`src/rtl/mc_ctrl_pkg.sv`:
```
// Shared definitions for the multi-cycle MIPS control FSM: state encoding,
// ALU op codes, opcode/funct fields and the latched instruction class.
package mc_ctrl_pkg;

    typedef enum logic [2:0] {
        S_FETCH  = 3'd0,
        S_DECODE = 3'd1,
        S_EXEC   = 3'd2,
        S_MEM    = 3'd3,
        S_WB     = 3'd4
    } state_t;

    localparam logic [2:0] ALU_ADD = 3'd0;
    localparam logic [2:0] ALU_SUB = 3'd1;
    localparam logic [2:0] ALU_AND = 3'd2;
    localparam logic [2:0] ALU_OR  = 3'd3;
    localparam logic [2:0] ALU_SRL = 3'd4;
    localparam logic [2:0] ALU_SRA = 3'd5;

    localparam logic [1:0] PC_SEQ    = 2'd0;
    localparam logic [1:0] PC_BRANCH = 2'd1;
    localparam logic [1:0] PC_JUMP   = 2'd2;

    localparam logic [1:0] SRCB_RT   = 2'd0;
    localparam logic [1:0] SRCB_SIMM = 2'd1;
    localparam logic [1:0] SRCB_ZIMM = 2'd2;
    localparam logic [1:0] SRCB_FOUR = 2'd3;

    localparam logic [5:0] OP_RTYPE = 6'h00;
    localparam logic [5:0] OP_J     = 6'h02;
    localparam logic [5:0] OP_BEQ   = 6'h04;
    localparam logic [5:0] OP_ORI   = 6'h0D;
    localparam logic [5:0] OP_LW    = 6'h23;
    localparam logic [5:0] OP_SW    = 6'h2B;

    localparam logic [5:0] FN_SRLV = 6'h06;
    localparam logic [5:0] FN_SRAV = 6'h07;
    localparam logic [5:0] FN_ADDU = 6'h21;
    localparam logic [5:0] FN_SUBU = 6'h23;
    localparam logic [5:0] FN_AND  = 6'h24;
    localparam logic [5:0] FN_OR   = 6'h25;

    typedef enum logic [3:0] {
        CLS_ILLEGAL = 4'd0,
        CLS_ADDU    = 4'd1,
        CLS_SUBU    = 4'd2,
        CLS_AND     = 4'd3,
        CLS_OR      = 4'd4,
        CLS_SRLV    = 4'd5,
        CLS_SRAV    = 4'd6,
        CLS_ORI     = 4'd7,
        CLS_LW      = 4'd8,
        CLS_SW      = 4'd9,
        CLS_BEQ     = 4'd10,
        CLS_J       = 4'd11
    } cls_t;

    function automatic logic cls_is_rtype(input cls_t c);
        logic r;
        r = 1'b0;
        case (c)
            CLS_ADDU, CLS_SUBU, CLS_AND, CLS_OR, CLS_SRLV, CLS_SRAV: r = 1'b1;
            default: r = 1'b0;
        endcase
        return r;
    endfunction

    function automatic logic [2:0] cls_alu_op(input cls_t c);
        logic [2:0] op;
        op = ALU_ADD;
        case (c)
            CLS_ADDU, CLS_LW, CLS_SW: op = ALU_ADD;
            CLS_SUBU, CLS_BEQ:        op = ALU_SUB;
            CLS_AND:                  op = ALU_AND;
            CLS_OR, CLS_ORI:          op = ALU_OR;
`ifdef MC_CTRL_SHIFT_EN
            CLS_SRLV:                 op = ALU_SRL;
            CLS_SRAV:                 op = ALU_SRA;
`endif
            default:                  op = ALU_ADD;
        endcase
        return op;
    endfunction

    function automatic logic [1:0] cls_srcb(input cls_t c);
        logic [1:0] sb;
        sb = SRCB_RT;
        case (c)
            CLS_LW, CLS_SW: sb = SRCB_SIMM;
            CLS_ORI:        sb = SRCB_ZIMM;
            default:        sb = SRCB_RT;
        endcase
        return sb;
    endfunction

endpackage

```
`src/rtl/mc_ctrl_dec.sv`:
```
// Combinational instruction classifier. Shift decode is gated by the
// MC_CTRL_SHIFT_EN macro; without it srlv/srav classify as illegal.
module mc_ctrl_dec
    import mc_ctrl_pkg::*;
(
    input  logic [31:0] instr,
    output logic [3:0]  cls
);

    logic [5:0] opcode;
    logic [5:0] funct;
    logic       unused_bits;
    cls_t       c;

    assign opcode      = instr[31:26];
    assign funct       = instr[5:0];
    assign unused_bits = ^instr[25:6];

    always_comb begin
        c = CLS_ILLEGAL;
        case (opcode)
            OP_RTYPE: begin
                case (funct)
                    FN_ADDU: c = CLS_ADDU;
                    FN_SUBU: c = CLS_SUBU;
                    FN_AND:  c = CLS_AND;
                    FN_OR:   c = CLS_OR;
`ifdef MC_CTRL_SHIFT_EN
                    FN_SRLV: c = CLS_SRLV;
                    FN_SRAV: c = CLS_SRAV;
`endif
                    default: c = CLS_ILLEGAL;
                endcase
            end
            OP_ORI:  c = CLS_ORI;
            OP_LW:   c = CLS_LW;
            OP_SW:   c = CLS_SW;
            OP_BEQ:  c = CLS_BEQ;
            OP_J:    c = CLS_J;
            default: c = CLS_ILLEGAL;
        endcase
    end

    assign cls = c;

endmodule

```
`src/rtl/mc_ctrl.sv`:
```
// Multi-cycle MIPS control FSM with Moore outputs (mem_rdy/zero qualified).
// Optional shift support via MC_CTRL_SHIFT_EN.
module mc_ctrl
    import mc_ctrl_pkg::*;
(
    input  logic        clk,
    input  logic        reset,
    input  logic [31:0] instr,
    input  logic        mem_rdy,
    input  logic        zero,
    output logic [2:0]  ALUOp,
    output logic        mem_req,
    output logic        ir_we,
    output logic        pc_we,
    output logic [1:0]  pc_src,
    output logic [1:0]  alu_srcb,
    output logic        reg_we,
    output logic        reg_dst,
    output logic        mem_to_reg,
    output logic        mem_we,
    output logic [2:0]  state
);

    state_t     state_q;
    cls_t       cls_q;
    cls_t       cls_dec;
    logic [3:0] dec_cls;

    mc_ctrl_dec u_dec (
        .instr (instr),
        .cls   (dec_cls)
    );

    assign cls_dec = cls_t'(dec_cls);
    assign state   = state_q;

    always_ff @(posedge clk) begin
        if (!reset) begin
            state_q <= S_FETCH;
            cls_q   <= CLS_ILLEGAL;
        end else begin
            case (state_q)
                S_FETCH: begin
                    if (mem_rdy) state_q <= S_DECODE;
                end
                S_DECODE: begin
                    cls_q <= cls_dec;
                    if (cls_dec == CLS_J || cls_dec == CLS_ILLEGAL)
                        state_q <= S_FETCH;
                    else
                        state_q <= S_EXEC;
                end
                S_EXEC: begin
                    if (cls_is_rtype(cls_q) || cls_q == CLS_ORI)
                        state_q <= S_WB;
                    else if (cls_q == CLS_LW || cls_q == CLS_SW)
                        state_q <= S_MEM;
                    else
                        state_q <= S_FETCH;
                end
                S_MEM: begin
                    if (mem_rdy)
                        state_q <= (cls_q == CLS_LW) ? S_WB : S_FETCH;
                end
                S_WB:    state_q <= S_FETCH;
                default: state_q <= S_FETCH;
            endcase
        end
    end

    // Outputs are forced quiet while reset is held, so a MEM-stall reset
    // can never leak a store strobe even if mem_rdy rises in that cycle.
    always_comb begin
        ALUOp      = ALU_ADD;
        mem_req    = 1'b0;
        ir_we      = 1'b0;
        pc_we      = 1'b0;
        pc_src     = PC_SEQ;
        alu_srcb   = SRCB_RT;
        reg_we     = 1'b0;
        reg_dst    = 1'b0;
        mem_to_reg = 1'b0;
        mem_we     = 1'b0;
        if (reset) begin
            case (state_q)
                S_FETCH: begin
                    mem_req  = 1'b1;
                    alu_srcb = SRCB_FOUR;
                    ALUOp    = ALU_ADD;
                    ir_we    = mem_rdy;
                    pc_we    = mem_rdy;
                    pc_src   = PC_SEQ;
                end
                S_DECODE: begin
                    if (cls_dec == CLS_J) begin
                        pc_we  = 1'b1;
                        pc_src = PC_JUMP;
                    end
                end
                S_EXEC: begin
                    ALUOp    = cls_alu_op(cls_q);
                    alu_srcb = cls_srcb(cls_q);
                    if (cls_q == CLS_BEQ) begin
                        pc_we  = zero;
                        pc_src = PC_BRANCH;
                    end
                end
                S_MEM: begin
                    mem_req  = 1'b1;
                    ALUOp    = cls_alu_op(cls_q);
                    alu_srcb = cls_srcb(cls_q);
                    mem_we   = (cls_q == CLS_SW) && mem_rdy;
                end
                S_WB: begin
                    reg_we     = 1'b1;
                    reg_dst    = cls_is_rtype(cls_q);
                    mem_to_reg = (cls_q == CLS_LW);
                end
                default: ;
            endcase
        end
    end

endmodule
```
`config.mk`:
```
export PLATFORM = sky130hd
export DESIGN_NAME = mc_ctrl
export DESIGN_NICKNAME = d
export VERILOG_FILES = /design/src/rtl/mc_ctrl_pkg.sv /design/src/rtl/mc_ctrl_dec.sv /design/src/rtl/mc_ctrl.sv
export SDC_FILE = /design/constraint.sdc
export NUM_CORES = 1
export LEC_CHECK = 0
export CORE_MARGIN = 4
export CORE_UTILIZATION = 41
export DETAILED_ROUTE_END_ITERATION = 7
export GPL_TIMING_DRIVEN = 0
export PLACE_DENSITY_LB_ADDON = 0.1
export RECOVER_POWER = 25
export SLEW_MARGIN = 0
export SYNTH_ARGS = -nofsm -noshare
export SYNTH_HDL_FRONTEND = slang
export SYNTH_SLANG_ARGS = --single-unit
```
`constraint.sdc`:
```
create_clock -name clk -period 4.3 [get_ports clk]
set_input_delay 0.645 -clock clk [delete_from_list [all_inputs] [get_ports clk]]
set_output_delay 0.645 -clock clk [all_outputs]
set_load 0.1 [all_outputs]
```
==> metrics.yaml <==
die_w_um: 55.81
num-fill-cells: 214
vias: 1042
cts_setup_buffers: 0
rsz0062_at_grt: "no"
worstSetupPathType: "in2out"
irDropWorstVdd_v: 0.0001520
hold_violations: 0
syn-num-nets: 157
crit_fanout: 7
cts_max_path_buffers: 2
design.die.area_um2: 3115
grt_antenna_before_repair: 0
crit_path_end_kind: "primary output"
hp-start: "cls_q[3]"
ys_types: 50
avgViaCountPerCell: 5.757
cp_slowest_stage_delay_ns: 1.15
hold_path_class: "reg2reg"
routed_wl_um: 2514
busiest_layer: "met2"
slew_violations: 0
clock_sinks: 9
clock_latency_ns: 0.27
die_y_um: 55.81
h-tree-depth: 1
antenna_cells: 0
netlist_instances: 119
grt_first_pass_wirelength_um: 4374
p_leak_nw: 0.4370
drtIter0Drc: 15
cts-root-buf: "clkbuf_4"
nets: 192
layout_commonest_cell: "clkdlybuf4s50_1"
ys_seq_elements: 9
portBuffers: 30
hold_path_end: "state[2]"
finalCriticalPeriod_ns: 3.954
synth_ff_type: "dfxtp_1"
grtUsageMet2_pct: 31.59
cap_viol_max_count: 0
grt_max_degree: 11
grt_use_total_pct: 17.39
cts_tree: "done"
fin_area_um2: 1284
cts_hold_buf: 0
use_met1_pct: 19.05
status: "finished clean"
cts_made_buffers: 3
cp.arrival_ns: 3.31
core_um2: 2191
clkTransAtPathRegs_ns: 0.07
synth_top_area_cell: "dfxtp_1"
dp_hpwl_um: 1987
synth_top_area_share_pct: 19.23
rrSetupSlack_ns: 2.09
io_pins: 53
area_delta_synth_final_pct: 36.98
ant_nets: 0
drtPass1Iterations: 5
drc: 0
cp.required_ns: 3.65
crit_path_top_delay_cell: "clkdlybuf4s50_1"
grt_pass1_vias: 991
critPathLaunchType: "primary input"
synthArstFlopShare_pct: 0
layout-drive-gt1-share_pct: 10.46
final_cell_mix: "clkdlybuf4s50_1 (28), a21oi_1 (10), dfxtp_1 (9)"
worstMarginPinSlew_ns: 0.9724
whs_ns: 0.6409
synth_edf_count: 0
routedWlPerCell_um: 13.89
fp-row-count: 17
place_area_um2: 1279
rr_startpoint: "state[0]"
p_per_area_nw_per_um2: 204.5
overflow: 0
worstPathCellList: "dlygate4sd3_1, nor4b_2, nand3_1, a21o_1, a21oi_1, clkdlybuf4s50_1"
start_util_pct: 42.78
hold_depth: 3
critPathTopFamily: "buffers and inverters"
fmax_ghz: 0.2529
synth_area_um2: 937.1
crit_buf_inv: 2
ys_warn_count: 0
routabilityCongestion: 0.7654
setup_viol: 0
slew_headroom_pct: 34.97
synth-seq-area-share_pct: 19.23
use_met3_pct: 4.408
period_share_pct: 91.96
rr_worst_depth: 8
skew_ns: 0.01235
post_cts_resized: 0
final_util_pct: 58.60
syn_avg_cell_area_um2: 7.875
netlist_top_cells_area: "dfxtp_1 (19%), a21oi_1 (5.3%), nor3b_1 (4.0%)"
finalSetupTns_ns: 0
## worst reg2reg max path: stages (launching register included)
cell and delay, ns:
dfxtp_1 0.42, nor3b_2 0.28, buf_2 0.27, o31ai_4 0.11, o221a_1 0.24, ha_1 0.34, nor3_1 0.20, a21oi_1 0.06
a32oi_1 0.22
## per-stage QoR
| step | setup WS [ns] | power [W] | instances |
|---|---|---|---|
| 2_1_floorplan | 0.1398 | 0.0001625 | 119 |
| 3_3_place_gp | 0.4129 | 0.0001968 | 177 |
| 3_5_place_dp | 0.3933 | 0.0001981 | 177 |
| 4_1_cts | 0.3758 | 0.0002687 | 181 |
| 5_1_grt | 0.1767 | 0.0002796 | 181 |
| 6_report | 0.3457 | 0.0002625 | 181 |
## cell families after synthesis
kind of cell	synth area share, %
adder cells (fa/ha/maj)	2.670
AND/OR/NAND/NOR	43.39
AO/OA/AOI/OAI	25.50
XOR/XNOR	1.870
multiplexers	2.136
flip-flops	19.23
other	0.4001
buffers and inverters	4.806
## routing by layer
| metal | routed length (µm) | part of all wire [%] | vias up |
|---|---|---|---|
| met1 | 1022 | 41 | 482 |
| li1 | - | - | 525 |
| met4 | 20 | 0.80 | 0 |
| met5 | 0 | 0 | - |
| met2 | 1300 | 52 | 33 |
| met3 | 171 | 6.8 | 2 |
## power breakdown
part           leakage (nW)  switching [W]  total (W)  internal [W]
clock                0.0150      0.0000321  0.0000679     0.0000358
sequential           0.0735     0.00000419  0.0000917     0.0000875
combinational         0.349      0.0000664   0.000103     0.0000365
## final cells by class
type / count / area [µm²] / share of cell area, %
well taps: 28 / 35.03 / 2.729
flip-flops and latches: 9 / 180.2 / 14.04
multi-input cells: 100 / 696.9 / 54.29
plain buffers: 7 / 33.78 / 2.632
repair buffers: 30 / 300.3 / 23.39
inverters: 3 / 11.26 / 0.8772
clock buffers: 4 / 26.28 / 2.047
## synthesized netlist by cell type, types with 3 or more instances
cell type  count
a21oi_1       10
a31oi_1        3
and3_1         3
buf_2          3
dfxtp_1        9
inv_1          3
nand2_1        7
nand2b_1       4
nand3_1        4
nand4_1        3
nor2_1         8
nor2b_1        5
nor3_1         6
nor3b_1        5
o21ai_0        3
o221a_1        3
or3b_1         3
## worst max path at each step
stage                        end       from  slack, ns  cells after the start
final                      pc_we  instr[28]       0.35                      6
after global routing       pc_we  instr[28]       0.18                      6
after CTS                  pc_we  instr[28]       0.38                      6
after detailed placement   pc_we  instr[26]       0.39                      6
after global placement     pc_we  instr[26]       0.41                      6
after floorplan           mem_we   state[1]       0.14                      3
No activity file was read; power rests on OpenSTA's default activity.
